$ cat src/rtl/snax_csr_mgr_pkg.sv
// Shared definitions for the accelerator CSR manager: address map helpers and launch FSM states.
package snax_csr_mgr_pkg;

  typedef enum logic {
    IDLE   = 1'b0,
    LAUNCH = 1'b1
  } launch_state_e;

  localparam int STATUS_PENDING_BIT = 0;

  // Launch sits just past the RW and RO windows; status follows it.
  function automatic int launch_addr(input int rw_count, input int ro_count);
    return rw_count + ro_count;
  endfunction

  function automatic int status_addr(input int rw_count, input int ro_count);
    return rw_count + ro_count + 1;
  endfunction

endpackage

$ cat src/rtl/snax_alu_csr_manager.sv
// Initiator side of the accelerator CSR handshake: stages RW words, serves reads,
// and hands a frozen snapshot of the staged words to the accelerator on launch.
module snax_alu_csr_manager
  import snax_csr_mgr_pkg::*;
#(
  parameter int RegRWCount   = 3,
  parameter int RegROCount   = 2,
  parameter int RegDataWidth = 32,
  parameter int RegAddrWidth = 32
) (
  input  logic                                     clk_i,
  input  logic                                     rst_ni,
  input  logic [RegAddrWidth-1:0]                  csr_req_addr_i,
  input  logic [RegDataWidth-1:0]                  csr_req_data_i,
  input  logic                                     csr_req_write_i,
  input  logic                                     csr_req_valid_i,
  output logic                                     csr_req_ready_o,
  output logic [RegDataWidth-1:0]                  csr_rsp_data_o,
  output logic                                     csr_rsp_valid_o,
  input  logic                                     csr_rsp_ready_i,
  output logic [RegRWCount-1:0][RegDataWidth-1:0]  csr_reg_set_o,
  output logic                                     csr_reg_set_valid_o,
  input  logic                                     csr_reg_set_ready_i,
  input  logic [RegROCount-1:0][RegDataWidth-1:0]  csr_reg_ro_set_i
);

  localparam logic [RegAddrWidth-1:0] LaunchAddr =
    RegAddrWidth'(launch_addr(RegRWCount, RegROCount));
  localparam logic [RegAddrWidth-1:0] StatusAddr =
    RegAddrWidth'(status_addr(RegRWCount, RegROCount));

  logic [RegRWCount-1:0][RegDataWidth-1:0] staged_q;
  logic [RegRWCount-1:0][RegDataWidth-1:0] snap_q;
  logic [RegDataWidth-1:0]                 rsp_data_q;
  logic [RegDataWidth-1:0]                 rd_data;
  logic                                    rsp_valid_q;
  logic                                    req_fire;
  logic                                    launch_wr;
  logic                                    snap_load;
  launch_state_e                           state_q, state_d;

  // Launch writes are held off while a snapshot is still owned by the accelerator.
  assign launch_wr       = csr_req_write_i & (csr_req_addr_i == LaunchAddr);
  assign csr_req_ready_o = !(rsp_valid_q & !csr_rsp_ready_i) & !(launch_wr & (state_q == LAUNCH));
  assign req_fire        = csr_req_valid_i & csr_req_ready_o;

  always_comb begin
    rd_data = '0;
    for (int i = 0; i < RegRWCount; i++)
      if (csr_req_addr_i == RegAddrWidth'(i)) rd_data = staged_q[i];
    for (int j = 0; j < RegROCount; j++)
      if (csr_req_addr_i == RegAddrWidth'(RegRWCount + j)) rd_data = csr_reg_ro_set_i[j];
    if (csr_req_addr_i == StatusAddr) rd_data[STATUS_PENDING_BIT] = (state_q == LAUNCH);
  end

  always_ff @(posedge clk_i or negedge rst_ni) begin
    if (!rst_ni) begin
      staged_q <= '0;
    end else if (req_fire && csr_req_write_i) begin
      for (int i = 0; i < RegRWCount; i++)
        if (csr_req_addr_i == RegAddrWidth'(i)) staged_q[i] <= csr_req_data_i;
    end
  end

  // A new accept wins over consumption so back-to-back reads keep valid high.
  always_ff @(posedge clk_i or negedge rst_ni) begin
    if (!rst_ni) begin
      rsp_valid_q <= 1'b0;
      rsp_data_q  <= '0;
    end else if (req_fire && !csr_req_write_i) begin
      rsp_valid_q <= 1'b1;
      rsp_data_q  <= rd_data;
    end else if (csr_rsp_ready_i) begin
      rsp_valid_q <= 1'b0;
    end
  end

  always_comb begin
    state_d   = state_q;
    snap_load = 1'b0;
    case (state_q)
      IDLE: if (req_fire && launch_wr) begin
        state_d   = LAUNCH;
        snap_load = 1'b1;
      end
      LAUNCH: if (csr_reg_set_ready_i) state_d = IDLE;
      default: state_d = IDLE;
    endcase
  end

  always_ff @(posedge clk_i or negedge rst_ni) begin
    if (!rst_ni) begin
      state_q <= IDLE;
      snap_q  <= '0;
    end else begin
      state_q <= state_d;
      if (snap_load) snap_q <= staged_q;
    end
  end

  assign csr_rsp_valid_o     = rsp_valid_q;
  assign csr_rsp_data_o      = rsp_data_q;
  assign csr_reg_set_o       = snap_q;
  assign csr_reg_set_valid_o = (state_q == LAUNCH);

endmodule

$ cat config.mk
export PLATFORM = sky130hd
export DESIGN_NAME = snax_alu_csr_manager
export DESIGN_NICKNAME = d
export VERILOG_FILES = /design/src/rtl/snax_csr_mgr_pkg.sv /design/src/rtl/snax_alu_csr_manager.sv
export SDC_FILE = /design/constraint.sdc
export NUM_CORES = 1
export LEC_CHECK = 0
export CORE_UTILIZATION = 48
export DETAILED_ROUTE_END_ITERATION = 10
export GPL_TIMING_DRIVEN = 1
export PLACE_DENSITY = 0.77
export SLEW_MARGIN = 0
export SYNTH_ARGS = -nofsm -noshare
export SYNTH_HDL_FRONTEND = slang
export SYNTH_SLANG_ARGS = --single-unit
$ cat constraint.sdc
create_clock -name clk_i -period 1.99 [get_ports clk_i]
set_input_delay 0.4975 -clock clk_i [delete_from_list [all_inputs] [get_ports clk_i]]
set_output_delay 0.4975 -clock clk_i [all_outputs]
set_load 0.005 [all_outputs]
==> flow_metrics.env <==
export IMPL_run_status="complete, but fails checks"
export IMPL_violations="setup timing"
export IMPL_intPower_mw=7.80
export IMPL_multi_input_area_um2=4560
export IMPL_worstPathArrival_ns=1.59
export IMPL_synthMostInstantiatedCell="dfrtp_1"
export IMPL_slew_headroom_pct=66.7
export IMPL_place_gp_congestion=0.843
export IMPL_die_w_um=143
export IMPL_core_rowCount=51
export IMPL_fin_crit_ns=2.09
export IMPL_syn_inst=630
export IMPL_setup_violations=133
export IMPL_cp_start_kind="input port"
export IMPL_endpoint_kind="output port"
export IMPL_critPathMaxStageDelay_ns=0.32
export IMPL_synth_top_area_cell="dfrtp_1"
export IMPL_clkPwrFrac_pct=47.0
export IMPL_wl_per_cell_um=25.4
export IMPL_synth_area_um2=9550
export IMPL_grt_pass1_vias=7725
export IMPL_htree_levels=1
export IMPL_max_freq_mhz=479
export IMPL_clock_root_buffer="clkbuf_16"
export IMPL_yosys_top_cells_area="dfrtp_1 59%, mux2_2 19%, mux4_2 7.3%, mux2_1 3.9%, a22oi_1 2.2%"
export IMPL_finalCritPeriodShare_pct=105
export IMPL_dieArea_um2=20500
export IMPL_irDropWorstVdd_mv=0.522
export IMPL_stdcell_area_um2=15000
export IMPL_dr_pass1_iters=4
export IMPL_clk_pin_slew_ns=0.07
export IMPL_dpl_hpwl_um=19800
export IMPL_synth_edff_count=0
export IMPL_whs_ns=0.482
export IMPL_ioPinCount=265
export IMPL_skew_ns=0.0138
export IMPL_synthArstFlopShare_pct=100
export IMPL_drive_gt1_share_pct=39.3
export IMPL_slew_viol_final=0
export IMPL_syn_to_final_growth_pct=57.4
export IMPL_synth_nets=764
export IMPL_tightest_slew_ns=0.499
export IMPL_synth_flop_cell="dfrtp_1"
export IMPL_drt_iter0_drc=469
export IMPL_leakage_nw=6.75
export IMPL_routed_wl_um=31500
export IMPL_hold_path_class="reg -> reg"
export IMPL_ys_types=30
export IMPL_preCtsSetupSlack_ns=-0.942
export IMPL_grt_start_max_net_pins=60
export IMPL_initial_utilization_pct=49.1
export IMPL_seqPwrFrac_pct=46.3
export IMPL_comb_power_share_pct=6.7
export IMPL_rrSetupSlack_ns=0.04
export IMPL_power_mw=9.93
export IMPL_yosys_top_cells_count="226 x dfrtp_1, 159 x mux2_2, 36 x nand2_1"
export IMPL_ff_latch_area_um2=5660
export IMPL_fp_coreArea_um2=19500
export IMPL_crit_type="in -> out"
export IMPL_grt_pass1_wl_um=44500
export IMPL_clock_sinks=226
export IMPL_fp_dieH_um=143
export IMPL_fin_nets=1087
export IMPL_nFillCells=1098
export IMPL_via_per_inst=5.72
export IMPL_numPortBuffers=264
export IMPL_netlist_area_leader_share_pct=59.2
export IMPL_syn_avg_cell_area_um2=15.2
export IMPL_rsz0062_at_grt="yes"
export IMPL_max_cap_violations=0
export IMPL_crit_chain="buf_6, nor4_4, nand4_1, o31a_1, buf_2"
export IMPL_vias=7084
export IMPL_layout_setup_ws_ns=-0.0998
export IMPL_placed_area_um2=13500
export IMPL_p_switching_mw=2.13
export IMPL_cts_tree="yes"
export IMPL_powerDensity_nw_per_um2=661
export IMPL_grtUsageTotal_pct=29.1
export IMPL_clk_latency_ns=0.50
export IMPL_slowest_stage="o31a_1"
export IMPL_synth_seq_area_share_pct=59.2
export IMPL_drc=0
export IMPL_p_sw_share_pct=21.4
export IMPL_crit_fanout=2
export IMPL_gr_total_overflow=0
export IMPL_final_util_pct=77.2
export IMPL_synth_warnings=0
export IMPL_antenna_left=0
export IMPL_crit_required_ns=1.49
export IMPL_ys_ff_latch=226
export IMPL_ctsLongestPathBuffers=3
export IMPL_cts_made_buffers=23
export IMPL_finalHoldViolCount=0
export IMPL_antenna_found_initial=3
## power groups by stage
| stage | clock network (mW) | registers [mW] | logic, mW |
|---|---|---|---|
| 2_1_floorplan | 0 | 4.68 | 0.162 |
| 3_3_place_gp | 0 | 4.68 | 0.657 |
| 3_5_place_dp | 0 | 4.68 | 0.676 |
| 4_1_cts | 4.72 | 4.60 | 0.665 |
| 5_1_grt | 4.91 | 4.59 | 0.710 |
| 6_report | 4.67 | 4.60 | 0.666 |
## cell type report
cell class,instances,share of cell area (%)
clock inverter,10,1.05
tap,265,2.21
antenna,4,0.0666
inverter,2,0.0500
sequential,226,37.6
timing repair buffer,338,24.3
clock buffer,31,4.43
multi-input combinational,362,30.3
## per-layer routing
metal,GRT usage [%],wire [um],vias up
li1,-,-,2968
met1,36.9,12300,3696
met2,48.6,15600,346
met3,6.34,2500,74
met4,11.7,1100,0
met5,0,0,-
## state kept, by name, summed over array words and instances (netlist names)
register             count
csr_rsp_data_o          32
csr_rsp_valid_o          1
staged_q                96
csr_reg_set_o           96
csr_reg_set_valid_o      1
## logic make-up after synthesis
| group | synth area share [%] |
|---|---|
| compound gates | 4.59 |
| flops | 59.2 |
| mux | 30.2 |
| simple gates | 3.97 |
| buf+inv | 2.04 |
## metrics by stage
stage                     TNS, ns  cells
final                       -4.52   1238
after global routing       -12.32   1237
after CTS                   -1.50   1223
after detailed placement  -189.05   1176
after global placement    -173.90   1176
after floorplan            -49.03    630
## worst paths after layout
| kind | start | endpoint | depth (start not counted) |
|---|---|---|---|
| worst max-delay path | csr_req_addr_i[20] | csr_req_ready_o | 5 |
| max in group asynchronous | rst_ni | csr_reg_set_o[37]$_DFFE_PN0P_ | 3 |
| worst min-delay path | csr_rsp_data_o[9]$_DFFE_PN0P_ | csr_rsp_data_o[9]$_DFFE_PN0P_ | 2 |
| min in group asynchronous | rst_ni | csr_reg_set_o[1]$_DFFE_PN0P_ | 2 |
| worst min register to register | csr_rsp_data_o[9]$_DFFE_PN0P_ | csr_rsp_data_o[9]$_DFFE_PN0P_ | 2 |
| worst max register to register | csr_reg_set_valid_o$_DFF_PN0_ | csr_reg_set_o[71]$_DFFE_PN0P_ | 6 |
## repair_timing
item / in CTS / in global routing
pin swaps: 11 / 1
setup endpoints to repair: 227 / 193
cloned: 1 / 10
resized for setup: 132 / 111
hold endpoints to repair: 52 / 0
setup buffers: 4 / 1
hold buffers: 1 / 0
## cell usage in the layout, fill, tap and decap left out, types with 3 or more instances in the layout
cell type,instances
a21oi_1,4
a22oi_1,28
buf_12,21
buf_2,18
buf_4,28
buf_6,19
buf_8,4
bufinv_16,4
clkbuf_16,33
clkbuf_8,6
clkdlybuf4s50_1,229
clkinv_2,3
clkinvlp_4,3
dfrtp_1,225
diode_2,4
dlygate4sd2_1,3
mux2_4,192
mux4_2,31
nand2_1,36
nand3b_1,3
nor2_1,6
nor4_4,10
o21ai_0,29
o31ai_1,3
## critical path, delay by kind of cell
kind	cells	cell delay [ns]
AO/OA/AOI/OAI	1	0.32
AND/OR/NAND/NOR	2	0.54
buffers and inverters	2	0.23
Power figures use the tool's default switching activity.
